## src/rtl/cpu_pkg.sv

```systemverilog
// Shared definitions for the SAP-style CPU control sequencer:
// opcodes, control-word bit positions and the microcode ROM output bundle.
package cpu_pkg;

    localparam int NUM_T = 6;
    localparam int CW_W  = 15;
    localparam int TW    = $clog2(NUM_T);

    localparam logic [3:0] OP_NOP = 4'h0;
    localparam logic [3:0] OP_LDA = 4'h1;
    localparam logic [3:0] OP_ADD = 4'h2;
    localparam logic [3:0] OP_SUB = 4'h3;
    localparam logic [3:0] OP_STA = 4'h4;
    localparam logic [3:0] OP_LDI = 4'h5;
    localparam logic [3:0] OP_JMP = 4'h6;
    localparam logic [3:0] OP_JC  = 4'h7;
    localparam logic [3:0] OP_JZ  = 4'h8;
    localparam logic [3:0] OP_OUT = 4'h9;
    localparam logic [3:0] OP_HLT = 4'hF;

    localparam int CW_CP   = 14;
    localparam int CW_EP   = 13;
    localparam int CW_LP   = 12;
    localparam int CW_NLMA = 11;
    localparam int CW_NLMD = 10;
    localparam int CW_NCE  = 9;
    localparam int CW_NLR  = 8;
    localparam int CW_NLI  = 7;
    localparam int CW_NEI  = 6;
    localparam int CW_NLA  = 5;
    localparam int CW_EA   = 4;
    localparam int CW_SUB  = 3;
    localparam int CW_EU   = 2;
    localparam int CW_NLB  = 1;
    localparam int CW_NLO  = 0;

    localparam logic [CW_W-1:0] CW_IDLE = 15'h0FE3;

    typedef struct packed {
        logic [CW_W-1:0] cw;
        logic            last_step;
        logic            do_halt;
    } ucode_t;

endpackage

```

## src/rtl/cpu_microcode_rom.sv

```systemverilog
// Combinational microcode: {t_state, opcode, flags} -> control word,
// end-of-instruction marker and halt request.
module cpu_microcode_rom
    import cpu_pkg::*;
(
    input  logic [TW-1:0] t_state,
    input  logic [3:0]    opcode,
    input  logic          cf,
    input  logic          zf,
    output ucode_t        ucode
);

    logic take;

    always_comb begin
        ucode           = '0;
        ucode.cw        = CW_IDLE;
        ucode.last_step = 1'b0;
        ucode.do_halt   = 1'b0;
        take            = 1'b0;
        case (t_state)
            3'd0: begin
                ucode.cw[CW_EP]   = 1'b1;
                ucode.cw[CW_NLMA] = 1'b0;
            end
            3'd1: begin
                ucode.cw[CW_CP]  = 1'b1;
                ucode.cw[CW_NCE] = 1'b0;
                ucode.cw[CW_NLI] = 1'b0;
            end
            default: begin
                case (opcode)
                    OP_LDA, OP_ADD, OP_SUB, OP_STA: begin
                        if (t_state == 3'd2) begin
                            ucode.cw[CW_NEI]  = 1'b0;
                            ucode.cw[CW_NLMA] = 1'b0;
                        end else if (t_state == 3'd3) begin
                            if (opcode == OP_STA) begin
                                ucode.cw[CW_EA]   = 1'b1;
                                ucode.cw[CW_NLMD] = 1'b0;
                            end else begin
                                ucode.cw[CW_NCE] = 1'b0;
                                if (opcode == OP_LDA) begin
                                    ucode.cw[CW_NLA] = 1'b0;
                                    ucode.last_step  = 1'b1;
                                end else begin
                                    ucode.cw[CW_NLB] = 1'b0;
                                end
                            end
                        end else if (t_state == 3'd4) begin
                            ucode.last_step = 1'b1;
                            if (opcode == OP_STA) begin
                                ucode.cw[CW_NLR] = 1'b0;
                            end else begin
                                ucode.cw[CW_EU]  = 1'b1;
                                ucode.cw[CW_NLA] = 1'b0;
                                ucode.cw[CW_SUB] = (opcode == OP_SUB);
                            end
                        end else begin
                            ucode.last_step = 1'b1;
                        end
                    end
                    OP_LDI: begin
                        ucode.cw[CW_NEI] = 1'b0;
                        ucode.cw[CW_NLA] = 1'b0;
                        ucode.last_step  = 1'b1;
                    end
                    OP_JMP, OP_JC, OP_JZ: begin
                        // Flags only matter here in T2; jumps finish in T2
                        take = (opcode == OP_JMP)
                            || (opcode == OP_JC && cf)
                            || (opcode == OP_JZ && zf);
                        if (take) begin
                            ucode.cw[CW_NEI] = 1'b0;
                            ucode.cw[CW_LP]  = 1'b1;
                        end
                        ucode.last_step = 1'b1;
                    end
                    OP_OUT: begin
                        ucode.cw[CW_EA]  = 1'b1;
                        ucode.cw[CW_NLO] = 1'b0;
                        ucode.last_step  = 1'b1;
                    end
                    OP_HLT: begin
                        ucode.do_halt   = 1'b1;
                        ucode.last_step = 1'b1;
                    end
                    default: begin
                        ucode.last_step = 1'b1;
                    end
                endcase
            end
        endcase
    end

endmodule

```

## src/rtl/cpu_control_sequencer.sv

```systemverilog
// T-state counter, halt flag, run gating and reset override around
// the microcode ROM of the SAP-style CPU.
module cpu_control_sequencer
    import cpu_pkg::*;
(
    input  logic            clk,
    input  logic            rst,
    input  logic            run,
    input  logic [3:0]      opcode,
    input  logic            cf,
    input  logic            zf,
    output logic [CW_W-1:0] control_signals,
    output logic [2:0]      t_state,
    output logic            halted
);

    ucode_t ucode;
    logic   active;

    cpu_microcode_rom u_rom (
        .t_state (t_state),
        .opcode  (opcode),
        .cf      (cf),
        .zf      (zf),
        .ucode   (ucode)
    );

    assign active = run && !halted;

    always_ff @(posedge clk) begin
        if (rst) begin
            t_state <= '0;
            halted  <= 1'b0;
        end else if (active) begin
            if (ucode.last_step || t_state == 3'(NUM_T - 1))
                t_state <= '0;
            else
                t_state <= t_state + 3'd1;
            if (ucode.do_halt)
                halted <= 1'b1;
        end
    end

    assign control_signals = (rst || !active) ? CW_IDLE : ucode.cw;

endmodule
```

## config.mk

```make
export PLATFORM = sky130hd
export DESIGN_NAME = cpu_control_sequencer
export DESIGN_NICKNAME = d
export VERILOG_FILES = /design/src/rtl/cpu_pkg.sv /design/src/rtl/cpu_microcode_rom.sv /design/src/rtl/cpu_control_sequencer.sv
export SDC_FILE = /design/constraint.sdc
export NUM_CORES = 1
export LEC_CHECK = 0
export BUFFER_PORTS_ARGS = -buffer_cell sky130_fd_sc_hd__buf_2
export CORE_AREA = 2 2 43 45
export DETAILED_ROUTE_END_ITERATION = 12
export DIE_AREA = 0 0 45 47
export PLACE_DENSITY = 0.73
export SETUP_SLACK_MARGIN = 0.15
export SLEW_MARGIN = 20
export SYNTH_ARGS = -nofsm -noshare
export SYNTH_HDL_FRONTEND = slang
export SYNTH_SLANG_ARGS = --single-unit
```

## constraint.sdc

```tcl
create_clock -name clk -period 1.7 [get_ports clk]
set_clock_uncertainty 0.1 [all_clocks]
set_input_delay 0.17 -clock clk [delete_from_list [all_inputs] [get_ports clk]]
set_output_delay 0.17 -clock clk [all_outputs]
set_load 0.005 [all_outputs]
```

### Word level (Yosys, flattened, before mapping)

Index checks and enable logic that the tools add are counted.

| word-level totals | value |
|---|---|
| register bits | 4 |
| latch bits | 0 |
| bits in writable memories | 0 |
| ROM bits | 0 |
| input port bits | 9 |
| output and inout port bits | 19 |
| logic and storage cells | 76 |
| memories | 0 |

| cells by class | value |
|---|---|
| add/subtract/negate cells | 1 |
| multiply operators | 0 |
| div/mod/pow operators | 0 |
| order comparisons | 0 |
| equality and inequality tests | 15 |
| shift operators | 0 |
| mux-type cells | 44 |
| bitwise logic cells | 0 |
| reduce and logical (&&, ||, !) cells | 14 |

Operators by type and width:

| kind | number |
|---|---|
| 1-bit two-way mux | 28 |
| 4-bit by 3-bit == test with 1-bit output, second input constant | 4 |
| 15-bit two-way mux | 1 |
| 4-bit == test, second input constant | 3 |
| 3-bit two-way mux | 3 |
| 9-bit two-way mux | 1 |
| 4-bit by 2-bit == test with 1-bit output, second input constant | 2 |
| 2-bit two-way mux | 4 |
| 1-bit one-hot mux with 2 select lines | 4 |
| 3-bit by 2-bit == test with 1-bit output, second input constant | 2 |
| 3-bit == test, second input constant | 2 |
| 5-bit two-way mux | 1 |
| 4-bit by 1-bit == test with 1-bit output, second input constant | 1 |
| 1-bit logical OR | 4 |
| 4-bit two-way mux | 1 |
| 4-bit OR reduction | 1 |
| 3-bit by 1-bit adder with 3-bit output, second input constant | 1 |
| 3-bit by 1-bit == test with 1-bit output, second input constant | 1 |
| 1-bit logical AND | 3 |
| 3-bit logical NOT | 1 |
| 1-bit one-hot mux with 3 select lines | 1 |
| 3-bit OR reduction | 1 |
| 1-bit logical NOT | 2 |
| 2-bit AND reduction | 1 |
| 2-bit OR reduction | 1 |

### Logic depth before layout (Yosys ltp)

Gate-level depths: netlist of run 1.

| depth | value |
|---|---|
| word-level depth | 9 |
| gate-level depth with buffers | 7 |
| gate-level depth less buffers | 6 |

### Hierarchy

Synthesis of run 1 repeated with hierarchy kept, for this count alone.

| unflattened totals | value |
|---|---|
| cells, all modules | 89 |
| area total of the unflattened synthesis | 630.6 um2 |

By module, submodules not included:

| module | instances | cells an instance | area each (um2) | seq. area each (um2) |
|---|---|---|---|---|
| cpu_microcode_rom | 1 | 50 | 330.3 | 0.0 |
| cpu_control_sequencer | 1 | 39 | 300.3 | 80.1 |

### Worst setup path after synthesis of run 1

No wires, ideal clock.

| path | value |
|---|---|
| kind | register -> output |
| from | register t_state[1] |
| to | output control_signals[4] |
| arrival time | 1.404 ns |
| required time | 1.430 ns |
| path slack | 0.026 ns |
| cell stages (with the launch flop) | 6 |
| path buffers | 0 |
| cell sequence | dfxtp_1 ha_1 ha_1 nand2_1 o32a_1 nor3_1 |

| between the ends | value |
|---|---|
| longest elaborated chain between the ends | 6 |
| elaborated cells between the ends (all ways) | 10 |
| those cells by class | eq/ne (3); mux (5); reduce/logical (2) |

RTL lines:

| item | line | source |
|---|---|---|
| start, declared | cpu_control_sequencer.sv:13 | `output logic [2:0] t_state,` |
| start signal, assigned | cpu_control_sequencer.sv:38 | `t_state <= t_state + 3'd1;` |
| 3-bit by 2-bit == test with 1-bit output | cpu_microcode_rom.sv:37 | `end else if (t_state == 3'd3) begin` |
| 1-bit two-way mux | cpu_microcode_rom.sv:37 |  |
| 5-bit two-way mux | cpu_microcode_rom.sv:34 | `if (t_state == 3'd2) begin` |
| 1-bit one-hot mux with 2 select lines | cpu_microcode_rom.sv:32 | `case (opcode)` |
| 9-bit two-way mux (*) | cpu_microcode_rom.sv:21 | `case (t_state)` |
| 15-bit two-way mux (*) | cpu_control_sequencer.sv:44 | `assign control_signals = (rst \|\| !active) ? CW_IDLE : ucode.cw;` |
| end, declared | cpu_control_sequencer.sv:12 | `output logic [CW_W-1:0] control_signals,` |

Every way passes the cells marked *; elsewhere a longest branch is shown, timed or not.

### Worst setup path in the final report of run 1

| path | value |
|---|---|
| from | register t_state[1] |
| to | output control_signals[5] |

| between the ends | value |
|---|---|
| longest elaborated chain between the ends | 7 |
| elaborated cells between the ends (all ways) | 12 |
| those cells by class | eq/ne (4); mux (6); reduce/logical (2) |

RTL lines:

| item | line | source |
|---|---|---|
| 3-bit == test | cpu_microcode_rom.sv:50 | `end else if (t_state == 3'd4) begin` |
| 1-bit two-way mux | cpu_microcode_rom.sv:50 |  |
| 1-bit two-way mux | cpu_microcode_rom.sv:37 |  |
| 5-bit two-way mux | cpu_microcode_rom.sv:34 |  |
| 1-bit one-hot mux with 2 select lines | cpu_microcode_rom.sv:32 |  |
| 9-bit two-way mux (*) | cpu_microcode_rom.sv:21 |  |
| 15-bit two-way mux (*) | cpu_control_sequencer.sv:44 |  |

Marks and branches as above.

==> reports/metrics.csv, run 1 <==
metric,value,unit
status,"complete, but fails checks",
violations,setup timing,
initial_utilization,39.9,%
vias,876,
synth_flop_cell,dfxtp_1,
syn_inst,94,
multiInputGateArea,671,um^2
dieArea,2120,um^2
fin_nets,153,
crit_path_end,control_signals[5],
hpwlAfterDp,1460,um
synth_edf_count,0,
die_y,47,um
place_area,848,um^2
p_per_area,414,nW/um^2
post-route-period-util,108,%
timing.critical_path.mode_cell,ha_4,
setup_viol,10,
endpoint_kind,output pin,
place_congestion,0.901,
r2r_start,t_state[1],
grt_pass1_wl,3360,um
grt_start_max_net_pins,16,
clkTransAtPathRegs,40,ps
syn_area,659,um^2
drc_errors,0,
grt_pass1_vias,785,
setup_ws,-138,ps
synth_area_leaders,"dfxtp_1 (12%), nor3_1 (9.9%), ha_1 (9.5%)",
fmax,544,MHz
crit_arrival,1570,ps
start_kind,flop,
drv_slew,0,
dr.pass1.iters,4,
cts.sinks,4,
synth_area_per_cell,7.01,um^2
die_w,45,um
clock_path_buffers,2,
synthArstFlopShare,0,%
reg2regPathDepth,9,
avgRoutedWirePerCell,15.0,um
synth_top_area_cell,dfxtp_1,
setup_tns,-1080,ps
cp_max_fo,4,
numCtsBuffers,3,
wl,2310,um
final_area,1130,um^2
regArea,90.1,um^2
timing.slew.headroom,71.6,%
crit_start,t_state[1],
synth_top_area_share,12.1,%
worst-setup-path-type,flop to output pin,
r2r_end,t_state[2],
maxCapViolations,0,
crit_chain,"ha_4, ha_4, buf_4, buf_6, nand2b_1, a221oi_2, o21ai_1, buf_2",
root_buffer,clkbuf_4,
drt_iter0_drc,14,
viasPerCell,5.69,
period_needed,1840,ps
vdd_drop_max,0.000407,V
cpMaxStageDelayCell,dfxtp_4,
fin_util,68.4,%
cp.required,1430,ps
port_buffers,27,
synth.distinct_cells,39,
synth_nets,108,
fin_total_pwr,0.468,mW
hp-class,input port to flop,
cts-htree-levels,1,
r2r_setup_slack,-80,ps
slowest_delay,370,ps
rsz0062_at_grt,yes,
diodes,0,
std_cell_rows,15,
grt-ovfl-total,0,
num_io_pins,28,
worstMarginPinSlew,425,ps
leakage,0.483,nW
antenna_found_initial,0,
fillers,132,
ys_ff_latch,4,
postRouteAntennaNets,0,
pre_cts_ws,4.59,ps
cts_tree,yes,
yosysWarningCount,0,
seq_area_frac_synth,12.1,%
core-area,1650,um^2
area_growth_syn_to_layout,71.3,%
hold_path_depth,3,
grt_use_total,21.6,%
clk_latency,230,ps
drive_gt1_share,60.6,%
report.final.hold_viol_count,0,
==> kinds of logic (layout without fill, tap and decap cells) <==
kind of cell / Yosys count / count (layout) / synth area share [%]
simple gates: 52 / 52 / 45.0
flops: 4 / 4 / 12.1
xor+xnor: 1 / 1 / 1.33
buf+inv: 13 / 56 / 10.4
compound gates: 19 / 19 / 21.6
fa+ha+maj: 5 / 5 / 9.49
==> worst max-delay path: cells and delay by family, from the launching register on <==
family	cells	cell delay, ps
adder cells (fa/ha/maj)	2	260
flip-flops	1	370
buffers and inverters	3	320
AND/OR/NAND/NOR	1	70
AO/OA/AOI/OAI	2	320
==> stage by stage <==
step	std cells	hold slack, ps
4_1_cts	151	166
3_5_place_dp	140	392
5_1_grt	154	220
3_3_place_gp	140	399
6_report	154	173
2_1_floorplan	94	264
==> worst min-delay path by stage <==
| stage | endpoint | from |
|---|---|---|
| after floorplan | halted | run |
| after global placement | halted | halted |
| after detailed placement | halted | halted |
| after CTS | halted | run |
| after global routing | halted | run |
| final | halted | run |
==> state kept, by name, summed over array words and instances, names as in the netlist <==
signal   cells
t_state      3
halted       1
==> synthesized netlist by cell type (all sizes together), types with 3 or more instances <==
cell type and number:
nor3 13, nor2 8, inv 7, nand2 6, o21ai 6, buf 5
ha 5, nand3 5, dfxtp 4, nand2b 3, nand3b 3
==> area by class of cell <==
| type | count | share of cell area [%] |
|---|---|---|
| multi-input cells | 77 | 59.4 |
| flip-flops and latches | 4 | 7.97 |
| inverters | 7 | 2.55 |
| repair buffers | 46 | 26.2 |
| well taps | 17 | 1.88 |
| clock buffers | 3 | 1.99 |
==> metal layers <==
metal | wire length [um] | vias to the layer above | global-route usage, % | part of all wire, %
met1 | 995 | 417 | 25.7 | 43
met2 | 1210 | 25 | 37.1 | 52
met4 | 0 | 0 | 13.5 | 0
met5 | 0 | - | 0 | 0
li1 | - | 434 | - | -
met3 | 104 | 0 | 2.31 | 4.5
==> where the power goes <==
group / internal, mW / switching (mW) / leakage (nW)
registers: 0.101 / 0.00994 / 0.0350
clock network: 0.0788 / 0.0365 / 0.0138
logic: 0.112 / 0.129 / 0.434
==> what timing repair did <==
action                     4_1_cts  5_1_grt
buffers inserted                 8        3
gates resized for setup         26       17
setup endpoints to repair       15       18
pin swaps                       12        7
hold buffers                     0        0
==> layout by cell type, fill, tap and decap left out, types with 4 or more instances in the layout <==
master / count
buf_2: 27
buf_4: 14
buf_6: 5
ha_4: 4
inv_1: 4
nand2_1: 6
nand3_2: 4
nor2_1: 4
nor3_1: 6
nor3_2: 5
(Power assumes the default switching activity.)
==> run 2, diff against run 1 <==
- clock period: 1.7 -> 1.5 ns (I/O delays scaled with it)
==> run 2 against run 1 <==
  * The run still ends with setup timing left
  * Clock power is 23% higher
  * Utilization is 8.9 points higher
  * Global-route usage shrank 0.062 points
  * Largest power group unchanged
==> reports/metrics.csv, run 2 (synthesis gave the netlist of run 1 again) <==
metric,value,unit
clkTransAtPathRegs,40,ps
drv_slew,0,
dr.pass1.iters,4,
cp_max_fo,4,
worstMarginPinSlew,338,ps
numCtsBuffers,3,
antenna_found_initial,0,
cp.required,1250,ps
grt_use_total,21.5,%
final_common_cell,buf_2,
hpwlAfterDp,1560,um
grt-ovfl-total,0,
fin_nets,167,
report.final.hold_viol_count,0,
drc_errors,0,
die_w,45,um
worst-setup-path-type,flop to output pin,
dieArea,2120,um^2
fmax,542,MHz
cts-htree-levels,1,
maxCapViolations,0,
avgRoutedWirePerCell,16.3,um
top_regs,"t_state (3), halted (1)",
vdd_drop_max,0.000515,V
root_buffer,clkbuf_4,
grt_start_max_net_pins,11,
regMostFlops,t_state,
instances_no_fill,169,
p_per_area,483,nW/um^2
die_y,47,um
status,"complete, but fails checks",
diodes,0,
num_io_pins,28,
postRouteAntennaNets,0,
leakage,0.558,nW
drive_gt1_share,63.8,%
violations,setup timing,
drt_iter0_drc,20,
clock_path_buffers,2,
hp-class,input port to flop,
endpoint_kind,output pin,
setup_ws,-345,ps
setup_viol,17,
placed_cells,151,
grt_pass1_vias,787,
mostFrequentLayoutCells,"buf_2 (27), buf_4 (24), buf_6 (9)",
ctsHoldBuffers,0,
initial_utilization,39.9,%
cts.sinks,4,
vias,978,
wl,2760,um
rsz0062_at_grt,yes,
post-route-period-util,123,%
area_growth_syn_to_layout,93.7,%
clk_latency,230,ps
viasPerCell,5.79,
timing.slew.headroom,77.3,%
crit_arrival,1600,ps
start_kind,flop,
cts_tree,yes,
place_congestion,0.826,
grt_pass1_wl,3290,um
timing.hold.ws,161,ps
core-area,1650,um^2
port_buffers,27,
period_needed,1850,ps
largest_reg_flops,3,
std_cell_rows,15,
## run 2: cell types whose count changed in the layout (fill, tap and decap cells not counted), moves of 2 or more
cell / previous run / this run
buf_4: 14 / 24
buf_6: 5 / 9
nand3_1: 1 / 5
nand3_2: 4 / 0
nor3_2: 5 / 2
nor3_4: 2 / 4
o21ai_0: 2 / 0
o21ai_2: 0 / 2
## run 2: power breakdown
group / switching (mW) / internal [mW] / total [mW]
clock network: 0.0410 / 0.0996 / 0.141
registers: 0.0103 / 0.115 / 0.125
logic: 0.176 / 0.175 / 0.351
total: 0.228 / 0.390 / 0.617
## run 2: final timing paths
check                  endpoint  slack [ps]       start  depth (start not counted)
max          control_signals[4]        -350  t_state[0]                          7
min                      halted         160         run                          3
max reg2reg          t_state[1]        -250  t_state[0]                          9
min reg2reg              halted         460      halted                          3
## run 2: cell type report
cell class / instances / area [um^2]
Multi-Input combinational cell: 77 / 697
Timing Repair Buffer: 60 / 417
Fill cell: 107 / 374
Sequential cell: 4 / 90.1
Clock buffer: 4 / 26.3
Inverter: 7 / 26.3
Tap cell: 17 / 21.3
## run 2: critical path, cell delays in order, from the launching register on
cell,delay [ps]
dfxtp_4,370
ha_4,140
ha_4,150
buf_4,110
nand2_4,60
o32a_1,300
nor3_2,90
buf_2,130
## run 2: per-layer routing
layer | GRT usage, % | vias up | wire [um] | part of all wire [%]
li1 | - | 460 | - | -
met5 | 0 | - | 0 | 0
met2 | 37.1 | 34 | 1480 | 54
met3 | 5.38 | 7 | 102 | 3.7
met1 | 22.8 | 477 | 1140 | 41
met4 | 15.9 | 0 | 32 | 1.2
## run 2: repair_timing
item,CTS,global route
setup buffers,5,9
pin swaps,9,13
gates resized for setup,20,20
setup endpoints to repair,18,19
## run 2: per-stage QoR
step | util (%) | TNS, ps | cell area [um^2] | total power [mW] | worst slack, ps
floorplan | - | 0 | 726 | 0.252 | 2.50
global placement | 59.2 | -330 | 978 | 0.346 | -78.9
detailed placement | 59.2 | -451 | 978 | 0.350 | -113
CTS | 67.7 | -2990 | 1120 | 0.539 | -319
global route | 77.3 | -4710 | 1280 | 0.662 | -435
finish | 77.3 | -3640 | 1280 | 0.617 | -345
==> run 3, diff against run 2 <==
- BUFFER_PORTS_ARGS: -buffer_cell sky130_fd_sc_hd__buf_2 -> default
- CORE_AREA: 2 2 43 45 -> 2 2 39 41
- DIE_AREA: 0 0 45 47 -> 0 0 41 43
- DONT_BUFFER_PORTS: default -> 1
- PLACE_DENSITY: 0.73 -> 0.65
- clock period: 1.5 -> 2.1 ns (I/O delays scaled with it)
==> run 3 against run 2 <==
  * The run now ends clean
  * Sequential share of layout area up 3.8 points
  * Combinational power is 69% lower
  * Power decreased by 53%
  * Via count decreased by 24%
  * Hold slack worse by 82 ps
  * Register-to-register slack better by 700 ps
  * Global-route usage shrank 0.13 points
  * Sequential power down 28%
  * Wire length is 34% lower
  * Clock-buffer cell count down 1
  * Design area shrank 38%
  * Critical endpoint is now control_signals[3]
==> reports/metrics.csv, run 3 (synthesis gave the netlist of run 1 again) <==
metric,value,unit
grt_use_total,21.4,%
vdd_drop_max,0.000268,V
post-route-period-util,89.6,%
core-area,1380,um^2
hold_path_depth,2,
report.final.hold_viol_count,0,
worstMarginPinSlew,481,ps
clk_latency,230,ps
leakage,0.273,nW
fmax,531,MHz
wl,1820,um
std_cell_rows,14,
area_growth_syn_to_layout,19.4,%
cts.sinks,4,
clock_path_buffers,2,
reg2regPathDepth,7,
p_per_area,370,nW/um^2
place_congestion,0.773,
fin_nets,113,
rsz0062_at_grt,yes,
timing.critical_path.mode_cell,ha_4,
die_w,41,um
place_area,652,um^2
fin_total_pwr,0.291,mW
slowest_delay,360,ps
root_buffer,clkbuf_4,
regMostFlops,t_state,
cp.required,1790,ps
clkTransAtPathRegs,40,ps
timing.slew.headroom,67.8,%
avgRoutedWirePerCell,16.1,um
fillers,140,
die_y,43,um
setup_tns,0,ps
drive_gt1_share,25.8,%
critical_path.top_delay_family,simple AND/OR/NAND/NOR gates,
drc_errors,0,
dr.pass1.iters,4,
antenna_found_initial,0,
status,finished clean,
placed_cells,106,
path_buf_inv,0,
cp_max_fo,6,
viasPerCell,6.55,
cp.depth,5,
fin_util,56.9,%
setup_viol,0,
cts-htree-levels,1,
hpwlAfterDp,1220,um
crit_chain,"ha_4, ha_4, nand3b_1, nor3_2, and3_1",
port_buffers,0,
postRouteAntennaNets,0,
largest_reg_flops,3,
drv_slew,0,
initial_utilization,47.6,%
crit_arrival,1570,ps
vias,740,
worst-setup-path-type,flop to output pin,
instances_no_fill,113,
grt-ovfl-total,0,
period_needed,1880,ps
hp-class,input port to flop,
numCtsBuffers,3,
cts_tree,yes,
grt_pass1_wl,2640,um
drt_iter0_drc,20,
start_kind,flop,
cpMaxStageDelayCell,dfxtp_4,
maxCapViolations,0,
mostFrequentLayoutCells,"nor3_1 (11), inv_1 (6), nor2_1 (6), nand2_1 (6), nand3_1 (5)",
diodes,0,
grt_start_max_net_pins,16,
num_io_pins,28,
grt_pass1_vias,627,
final_common_cell,nor3_1,
dieArea,1760,um^2
endpoint_kind,output pin,
top_regs,"t_state (3), halted (1)",
final_area,787,um^2
[run 3: per-stage QoR]
step,worst slack (ps),hold slack (ps)
2_1_floorplan,386,304
3_3_place_gp,303,192
3_5_place_dp,264,187
4_1_cts,91.8,76.8
5_1_grt,119,84.8
6_report,218,78.8
[run 3: report_power, final]
part | leakage, nW | total [mW] | switching, mW | internal, mW
Combinational | 0.225 | 0.110 | 0.0613 | 0.0483
Clock | 0.0138 | 0.0914 | 0.0277 | 0.0637
Sequential | 0.0336 | 0.0904 | 0.00818 | 0.0822
[run 3: routing by layer]
metal  global-route usage, %  wire length (um)
met1                    28.6               798
met2                    30.9               868
met3                    5.24               135
met4                    10.0                14
met5                       0                 0
[run 3: repair_timing]
item | in CTS | in global routing
setup endpoints to repair | 6 | 5
hold endpoints to repair | 1 | 0
hold buffers | 1 | 0
buffers inserted | 0 | 3
pin swaps | 0 | 3
resized for setup | 4 | 15
[run 3: cell type report]
cell class / count / area (um^2) / area share, %
well taps: 16 / 20.0 / 2.54
inverters: 7 / 26.3 / 3.34
multi-input cells: 77 / 582 / 73.9
repair buffers: 6 / 51.3 / 6.52
clock buffers: 3 / 22.5 / 2.86
flip-flops and latches: 4 / 85.1 / 10.8
[run 3: final timing paths]
check                                           to        from  slack, ps
worst max register to register          t_state[2]  t_state[0]        450
worst min register to register              halted      halted        430
worst max-delay path            control_signals[3]  t_state[0]        220
worst min-delay path                        halted   opcode[1]         80
